`config.mk`:
```
export PLATFORM = sky130hd
export DESIGN_NAME = pipe_ctrl_skid_reg
export DESIGN_NICKNAME = d
export VERILOG_FILES = /design/src/rtl/pipe_ctrl_pkg.sv /design/src/rtl/pipe_ctrl_skid_reg.sv
export SDC_FILE = /design/constraint.sdc
export NUM_CORES = 1
export LEC_CHECK = 0
export ABC_AREA = 1
export ABC_CLOCK_PERIOD_IN_PS = 1540
export CORE_UTILIZATION = 50
export DETAILED_ROUTE_END_ITERATION = 8
export PLACE_DENSITY_LB_ADDON = 0.1
export SYNTH_ARGS = -nofsm -noshare
export SYNTH_HDL_FRONTEND = slang
export SYNTH_SLANG_ARGS = --single-unit
```
`constraint.sdc`:
```
create_clock -name clk -period 1.54 [get_ports clk]
set_clock_uncertainty 0.1 [all_clocks]
set_input_delay 0.308 -clock clk [delete_from_list [all_inputs] [get_ports clk]]
set_output_delay 0.308 -clock clk [all_outputs]
set_load 0.05 [all_outputs]
```
`src/rtl/pipe_ctrl_pkg.sv`:
```
// Shared control-bundle layout for the pipeline-boundary registers.
// Field offsets, widths, the NOP bundle and pack/unpack helpers.
package pipe_ctrl_pkg;

   localparam int unsigned CTRL_DATA_W = 12;

   localparam int unsigned REG_WE_OFF  = 0;
   localparam int unsigned MEM_WE_OFF  = 1;
   localparam int unsigned MEM_RE_OFF  = 2;
   localparam int unsigned WB_SEL_OFF  = 3;
   localparam int unsigned WB_SEL_W    = 2;
   localparam int unsigned ALU_SRC_OFF = 5;
   localparam int unsigned ALU_OP_OFF  = 6;
   localparam int unsigned ALU_OP_W    = 4;
   localparam int unsigned STATUS_OFF  = 10;
   localparam int unsigned SIZE_OFF    = 11;

   // MSB-first so the struct bit positions match the offsets above
   typedef struct packed {
      logic                size;
      logic                status;
      logic [ALU_OP_W-1:0] alu_op;
      logic                alu_src;
      logic [WB_SEL_W-1:0] wb_sel;
      logic                mem_re;
      logic                mem_we;
      logic                reg_we;
   } ctrl_bundle_t;

   // All enables inactive
   localparam ctrl_bundle_t CTRL_NOP = '0;

   function automatic logic [CTRL_DATA_W-1:0] ctrl_pack(input ctrl_bundle_t b);
      return CTRL_DATA_W'(b);
   endfunction

   function automatic ctrl_bundle_t ctrl_unpack(input logic [CTRL_DATA_W-1:0] v);
      ctrl_bundle_t b;
      b         = CTRL_NOP;
      b.reg_we  = v[REG_WE_OFF];
      b.mem_we  = v[MEM_WE_OFF];
      b.mem_re  = v[MEM_RE_OFF];
      b.wb_sel  = v[WB_SEL_OFF +: WB_SEL_W];
      b.alu_src = v[ALU_SRC_OFF];
      b.alu_op  = v[ALU_OP_OFF +: ALU_OP_W];
      b.status  = v[STATUS_OFF];
      b.size    = v[SIZE_OFF];
      return b;
   endfunction

endpackage

```
`src/rtl/pipe_ctrl_skid_reg.sv`:
```
// Valid/ready stage register with a two-entry skid and flush for the control path.
// The head register is kept at NOP_VALUE whenever the stage is empty, so out_data is a flop.
module pipe_ctrl_skid_reg
   import pipe_ctrl_pkg::*;
#(
   parameter int unsigned       DATA_W    = CTRL_DATA_W,
   parameter logic [DATA_W-1:0] NOP_VALUE = DATA_W'(CTRL_NOP)
) (
   input  logic              clk,
   input  logic              reset,
   input  logic              in_valid,
   output logic              in_ready,
   input  logic [DATA_W-1:0] in_data,
   output logic              out_valid,
   input  logic              out_ready,
   output logic [DATA_W-1:0] out_data,
   input  logic              flush,
   output logic [1:0]        occupancy
);

   localparam logic [1:0] EMPTY = 2'd0;
   localparam logic [1:0] ONE   = 2'd1;
   localparam logic [1:0] TWO   = 2'd2;

   logic [1:0]        state, state_nxt;
   logic [DATA_W-1:0] main_q, main_nxt;
   logic [DATA_W-1:0] skid_q, skid_nxt;
   logic              in_ready_q, in_ready_nxt;
   logic              out_valid_q, out_valid_nxt;
   logic              in_fire, out_fire;

   assign in_fire  = in_valid & in_ready_q;
   assign out_fire = out_valid_q & out_ready;

   // State, storage and registered handshake outputs
   always_ff @(posedge clk or negedge reset) begin
      if (!reset) begin
         state       <= EMPTY;
         main_q      <= NOP_VALUE;
         skid_q      <= NOP_VALUE;
         in_ready_q  <= 1'b1;
         out_valid_q <= 1'b0;
      end else begin
         state       <= state_nxt;
         main_q      <= main_nxt;
         skid_q      <= skid_nxt;
         in_ready_q  <= in_ready_nxt;
         out_valid_q <= out_valid_nxt;
      end
   end

   // Next occupancy and data movement; flush wins over any fire
   always_comb begin
      state_nxt = state;
      main_nxt  = main_q;
      skid_nxt  = skid_q;

      if (flush) begin
         state_nxt = EMPTY;
         main_nxt  = NOP_VALUE;
         skid_nxt  = NOP_VALUE;
      end else begin
         case (state)
            EMPTY: begin
               if (in_fire) begin
                  main_nxt  = in_data;
                  state_nxt = ONE;
               end
            end
            ONE: begin
               if (in_fire && out_fire) begin
                  main_nxt = in_data;
               end else if (in_fire) begin
                  skid_nxt  = in_data;
                  state_nxt = TWO;
               end else if (out_fire) begin
                  main_nxt  = NOP_VALUE;
                  state_nxt = EMPTY;
               end
            end
            TWO: begin
               if (out_fire) begin
                  main_nxt  = skid_q;
                  skid_nxt  = NOP_VALUE;
                  state_nxt = ONE;
               end
            end
            default: begin
               state_nxt = EMPTY;
               main_nxt  = NOP_VALUE;
               skid_nxt  = NOP_VALUE;
            end
         endcase
      end

      in_ready_nxt  = (state_nxt != TWO);
      out_valid_nxt = (state_nxt != EMPTY);
   end

   assign in_ready  = in_ready_q;
   assign out_valid = out_valid_q;
   assign out_data  = main_q;
   assign occupancy = state;

endmodule

```
### Word-level counts from Yosys, hierarchy flattened

Cells that the tools add are included.

* mux-type cells: 17
* equality and inequality tests: 10
* bitwise operators: 2
* reduce and logical (&&, ||, !) cells: 5

Operator list (count)
* $mux W12: 8
* $pmux W12 S3: 2
* $mux W2: 6
* $ne A3 B3 Y1 const B: 4
* $ne A4 B4 Y1 const B: 2
* $reduce_and A4 Y1: 2
* $pmux W2 S3: 1
* $ne A2 B2 Y1 const B: 2
* $and A1 B1 Y1: 2
* $eq A2 B1 Y1 const B: 1
* $eq A2 B2 Y1 const B: 1
* $logic_not A2 Y1: 1
* $reduce_bool A2 Y1: 1
* $logic_and A1 B1 Y1: 1

* bits in registers: 28
* logic and storage cells: 39

### Depth between registers and ports, before layout

Gate-level depths: netlist of run 1.

* depth after elaboration: 7
* gate-level depth with buffers: 9
* gate-level depth less buffers: 8

### Worst setup path before layout of run 1

OpenSTA, ideal clock, no wires.

* path kind: register to register
* start point: register in_ready_q (netlist: in_ready)
* end point: register skid_q[0]
* stages on the path, launching flop included: 7
* buffers on the path: 1
* arrival: 1446 ps
* period minus slack after synthesis: 1663 ps
* setup slack: -123 ps
* required time: 1324 ps
* cells stage by stage: dfstp_2 -> nand2_1 -> o21ai_0 -> nand2_1 -> buf_2 -> nand3_1 -> nand2_1

* word-level cells in the longest chain between the ends: 4

Ends and longest elaborated chain
* start, declared: RTL line pipe_ctrl_skid_reg.sv:28 `logic in_ready_q, in_ready_nxt;`
* start signal, assigned: RTL line pipe_ctrl_skid_reg.sv:47 `in_ready_q <= in_ready_nxt;`
* $and A1 B1 Y1 *: RTL line pipe_ctrl_skid_reg.sv:32 `assign in_fire = in_valid & in_ready_q;`
* $logic_and A1 B1 Y1: RTL line pipe_ctrl_skid_reg.sv:71 `if (in_fire && out_fire) begin`
* $ne A3 B3 Y1 (no source line)
* $reduce_and A4 Y1 (no source line) *
* end signal, assigned: RTL line pipe_ctrl_skid_reg.sv:46 `skid_q <= skid_nxt;`
* end, declared: RTL line pipe_ctrl_skid_reg.sv:27 `logic [DATA_W-1:0] skid_q, skid_nxt;`

Mark *: on every way between the ends. The rest lies on a longest branch, timed or not.
A chain may end at the register's enable or synchronous reset.

### Final worst setup path of run 1

* start point: register state[0] (netlist: occupancy[0])
* end point: output occupancy[0]

RTL lines
* start, declared: RTL line pipe_ctrl_skid_reg.sv:25 `logic [1:0] state, state_nxt;`
* start signal, assigned: RTL line pipe_ctrl_skid_reg.sv:44 `state <= state_nxt;`
* end, declared: RTL line pipe_ctrl_skid_reg.sv:18 `output logic [1:0] occupancy`

No word-level cell between the ends.

==> results.toml, run 1 <==
[clock_network]
cts_tree = "done"
cts.sink_count = 28
root_buffer = "clkbuf_4"
clkLatencyLatePin_ps = 330
clockBufferDepth = 2
cts_buffers = 3
htreeDepth = 1
clkTransAtPathRegs_ps = 140

[pwr]
power_density_nw_per_um2 = 890
vdd_ir_drop_max_v = 0.000511
p_leak_uw = 0.00122

[logic_synthesis]
synth_area_um2 = 1590
synth_top_family_by_area = "simple AND/OR/NAND/NOR gates"
synth-edff-count = 0
netlist_top_cells_count = "122 x nand2_1, 30 x nand3_1, 27 x dfrtp_1"
synthMostInstantiatedCell = "nand2_1"
ys_ff_latch = 28
synthMuxAreaShare = 0
syn_avg_cell_area_um2 = 6.62
yosysTopAreaCell = "dfrtp_1"
synth_warnings = 0
synth_area_leaders = "dfrtp_1 43%, nand2_1 29%, nand3_1 9.5%, nor2_1 4.5%, inv_1 4.3%"
syn-num-nets = 257
synth_top_area_share = 0.426
synth-simple-area-share = 0.444
ys_seq_area_frac = 0.442
syn_inst = 240
synth-adder-area-share = 0
synth_ff_type = "dfrtp_1"
synthXorXnorAreaFrac = 0
async_flop_share = 1.00
synth_compound_area_frac = 0.0165
synth.distinct_cells = 16

[critical_path]
critPathSlowestCell = "dfrtp_2"
worstPathRequired_ps = 1130
endpoint_kind = "output pin"
critPathKind = "reg2out"
arrival_ps = 1090
worstSetupStartpointType = "flip-flop"
path_max_fanout = 7
critPathTopFamily = "flip-flops"
path_buf_inv = 2
path_cells = "buf_6 -> buf_12"
critPathMaxStageDelay_ps = 490

[worst_hold_path]
hold_class = "in2async"

[finish]
area_growth_pct = 42.6
multi_input_area_um2 = 753
final_area_um2 = 2260
diodes = 0
drive_gt1_frac = 0.184
final_nets = 300
fillers = 226
register_area_um2 = 706

[global_route]
grt.overflow.total = 0
grt_max_degree = 29
grt_pass1_vias = 1347
groute.usage.overall = 0.236
grt_pass1_wl_um = 6080
antenna_found_initial = 0

[routing]
dr.max_layer_used = "met4"
wl_met2_um = 1690
route.detailed.drc = 0
drtIter0Drc = 89
routed_via_density = 4.81
wirelength_um = 3680
met3_length_um = 143
wl_per_cell_um = 11.3
first_pass_iters = 4
met1_length_um = 1780
ant_nets = 0
vias = 1569

[placement]
hpwl_um = 2730
port_buffers = 32
dpl-instance-area_um2 = 2200
gp_congestion = 0.837

[floorplan]
die_y_um = 58.4
die_w_um = 58.4
fp.dieArea_um2 = 3400
io_pins = 33
start_util = 0.524
core_um2 = 3030
rows = 20

[sta]
setup_viol = 0
rsz0062_at_grt = "yes"
hold_viol_final = 0
drv_slew = 0
relSlewSlack = 0.727
fin_crit_ps = 1500
fin_crit_sh = 0.973
max_clock_freq_mhz = 667
worstMarginPinSlew_ps = 410
setup_tns_ps = 0

[run_status]
status = "completed"

[job]
cap_violations = 0
-- state kept, by name (all words and copies together), names as in the netlist --
name       flops
skid_q        12
in_ready       1
out_data      12
out_valid      1
occupancy      2
-- path summary, 6_finish.rpt --
kind / startpoint / to / slack, ps / cells after the start
max in group asynchronous: reset / in_ready / 890 / 2
min: reset / out_data[0] / 220 / 2
max: occupancy[0] / occupancy[0] / 40 / 2
min in group clk: skid_q[3] / skid_q[3] / 390 / 2
min reg2reg: skid_q[3] / skid_q[3] / 390 / 2
max reg2reg: in_ready / skid_q[8] / 60 / 7
-- cells in the final DEF (no fill, tap or decap), drive strengths merged --
cell type | Yosys | final
a21oi | 3 | 3
a31oi | 1 | 1
buf | 10 | 32
clkbuf | 0 | 4
clkdlybuf4s50 | 0 | 16
dfrtp | 27 | 27
dfstp | 1 | 1
inv | 22 | 22
nand2 | 124 | 124
nand3 | 30 | 30
nand4 | 1 | 1
nor2 | 20 | 20
o21ai | 1 | 1
-- layer usage --
metal	track usage	vias to the layer above
li1	-	815
met1	0.349	695
met2	0.360	52
met3	0.0220	7
met4	0.0918	0
met5	0	-
-- through the flow --
stage          power, uW  std cells  hold WS, ps  utilization  setup WS, ps
2_1_floorplan       1300        240        -87.6            -         -12.5
3_3_place_gp        1680        320          358        0.728          -227
3_5_place_dp        1690        320          360        0.728          -245
4_1_cts             2010        324          211        0.739          15.4
5_1_grt             2140        326          206        0.748         -37.3
6_report            2010        326          219        0.748          41.7
-- timing repair --
item,in CTS,in global routing
pin swaps,0,1
setup buffers,0,2
endpoints found under the setup margin,10,25
gates resized for setup,2,6
cloned,0,0
hold buffers,0,0
-- final cells by class --
class / count / area share
multi-input combinational: 180 / 0.333
sequential: 28 / 0.312
timing repair buffer: 48 / 0.283
inverter: 22 / 0.0365
tap: 44 / 0.0243
clock buffer: 4 / 0.0116
-- cells by family (layout without fill, tap and decap cells) --
group,count (synthesis),after routing
compound gates,5,5
simple gates,175,175
buf+inv,32,74
flops,28,28
-- power breakdown --
| group | leakage [uW] | switching [uW] | total, uW | internal, uW |
|---|---|---|---|---|
| logic | 0.000837 | 450 | 825 | 375 |
| clock network | 0.0000150 | 210 | 312 | 102 |
| registers | 0.000371 | 70.8 | 877 | 806 |
| total | 0.00122 | 732 | 2010 | 1280 |
Power figures use the tool's default switching activity.
==> run 2, diff against run 1 <==
Settings changed: CTS_BUF_LIST set to sky130_fd_sc_hd__clkbuf_16.
==> results.toml, run 2 (synthesis gave the netlist of run 1 again) <==
[placement]
place_inst = 320
dpl-instance-area_um2 = 2200
port_buffers = 32
gp_congestion = 0.837
hpwl_um = 2730

[clock_network]
cts_buffers = 3
clockBufferDepth = 2
root_buffer = "clkbuf_16"
cts.sink_count = 28
cts_tree = "done"
htreeDepth = 1
clkTransAtPathRegs_ps = 60
holdBufCountCts = 0
post_cts_buffers = 0
clkLatencyLatePin_ps = 260

[critical_path]
critPathMaxStageDelay_ps = 480
arrival_ps = 1050
critPathKind = "reg2out"
worstPathRequired_ps = 1130
worstSetupStartpointType = "flip-flop"
critPathTopFamily = "flip-flops"
path_cells = "buf_4 -> buf_12"
path_buf_inv = 2
endpoint_kind = "output pin"
critPathSlowestCell = "dfrtp_2"
r2r_slack_ps = 100
path_max_fanout = 8

[sta]
fin_crit_ps = 1450
max_clock_freq_mhz = 688
relSlewSlack = 0.729
hold_viol_final = 0
holdWs_ps = 283
fin_crit_sh = 0.944
rsz0062_at_grt = "no"
drv_slew = 0
worstMarginPinSlew_ps = 406
setup_viol = 0

[finish]
final_area_um2 = 2300
drive_gt1_frac = 0.182
layout_common_cells = "119 x nand2_1, 30 x nand3_1, 24 x dfrtp_1"
final_nets = 298
final_common_cell = "nand2_1"
diodes = 0
fillers = 225
fin_util = 0.761
area_growth_pct = 45.2
fin_cells = 324

[floorplan]
io_pins = 33
die_w_um = 58.4
core_um2 = 3030
rows = 20
start_util = 0.524
fp.dieArea_um2 = 3400
die_y_um = 58.4

[routing]
route.detailed.drc = 0
wl_per_cell_um = 11.2
routed_via_density = 4.74
wirelength_um = 3620
ant_nets = 0
first_pass_iters = 4
vias = 1537
drtIter0Drc = 105

[pwr]
combPwrFrac = 0.355
vdd_ir_drop_max_v = 0.000575
clockPowerShare = 0.258
report.power.total_uw = 2280
p_leak_uw = 0.00125
swShare = 0.333
p_sw_uw = 758
power_density_nw_per_um2 = 989
p_seq_frac = 0.386
intPower_uw = 1520

[global_route]
antenna_found_initial = 0
grt_pass1_vias = 1326
grt_max_degree = 29
grt.overflow.total = 0
groute.usage.overall = 0.237
grt_pass1_wl_um = 6110

[run_status]
status = "completed"

[job]
cap_violations = 0

[worst_hold_path]
hold_class = "in2reg"
[run 2: through the flow]
stage	worst slack, ps	setup TNS [ps]
after floorplan	-12.5	-125
after global placement	-227	-5040
after detailed placement	-245	-5560
after CTS	25.5	0
after global routing	2.80	0
final	86.6	0
[run 2: power by group through the flow]
| stage | clock network [uW] | logic [uW] | registers (uW) |
|---|---|---|---|
| CTS | 602 | 804 | 879 |
| detailed placement | 0 | 802 | 892 |
| finish | 589 | 810 | 880 |
| global placement | 0 | 792 | 887 |
| global route | 645 | 876 | 888 |
| floorplan | 0 | 267 | 1040 |
[run 2: worst paths after layout]
kind                         startpoint            to  cells after the start
hold reg to reg               skid_q[3]     skid_q[3]                      2
setup reg to reg               in_ready     skid_q[6]                      7
setup / recovery           occupancy[0]  occupancy[0]                      2
min in group asynchronous         reset   out_data[0]                      2
hold / removal                    flush  occupancy[0]                      2
max in group asynchronous         reset      in_ready                      2
[run 2: area by class of cell]
cell class                      count  area, um^2  area share
Clock buffer                        3        75.1      0.0326
Clock inverter                      1        3.75     0.00163
Inverter                           22        82.6      0.0358
Multi-Input combinational cell    180         757       0.328
Sequential cell                    28         706       0.306
Tap cell                           44        55.1      0.0239
Timing Repair Buffer               46         626       0.271
[run 2: what timing repair did]
item,in CTS,in global routing
hold endpoints to repair,0,0
resized for setup,1,8
setup endpoints to repair,10,24
pin swaps,0,0
[run 2: metal layers]
metal,track usage,wire (um),share of wire
met5,0,0,0
met2,0.350,1690,0.47
met3,0.0286,153,0.042
met4,0.0782,38,0.010
met1,0.364,1730,0.48
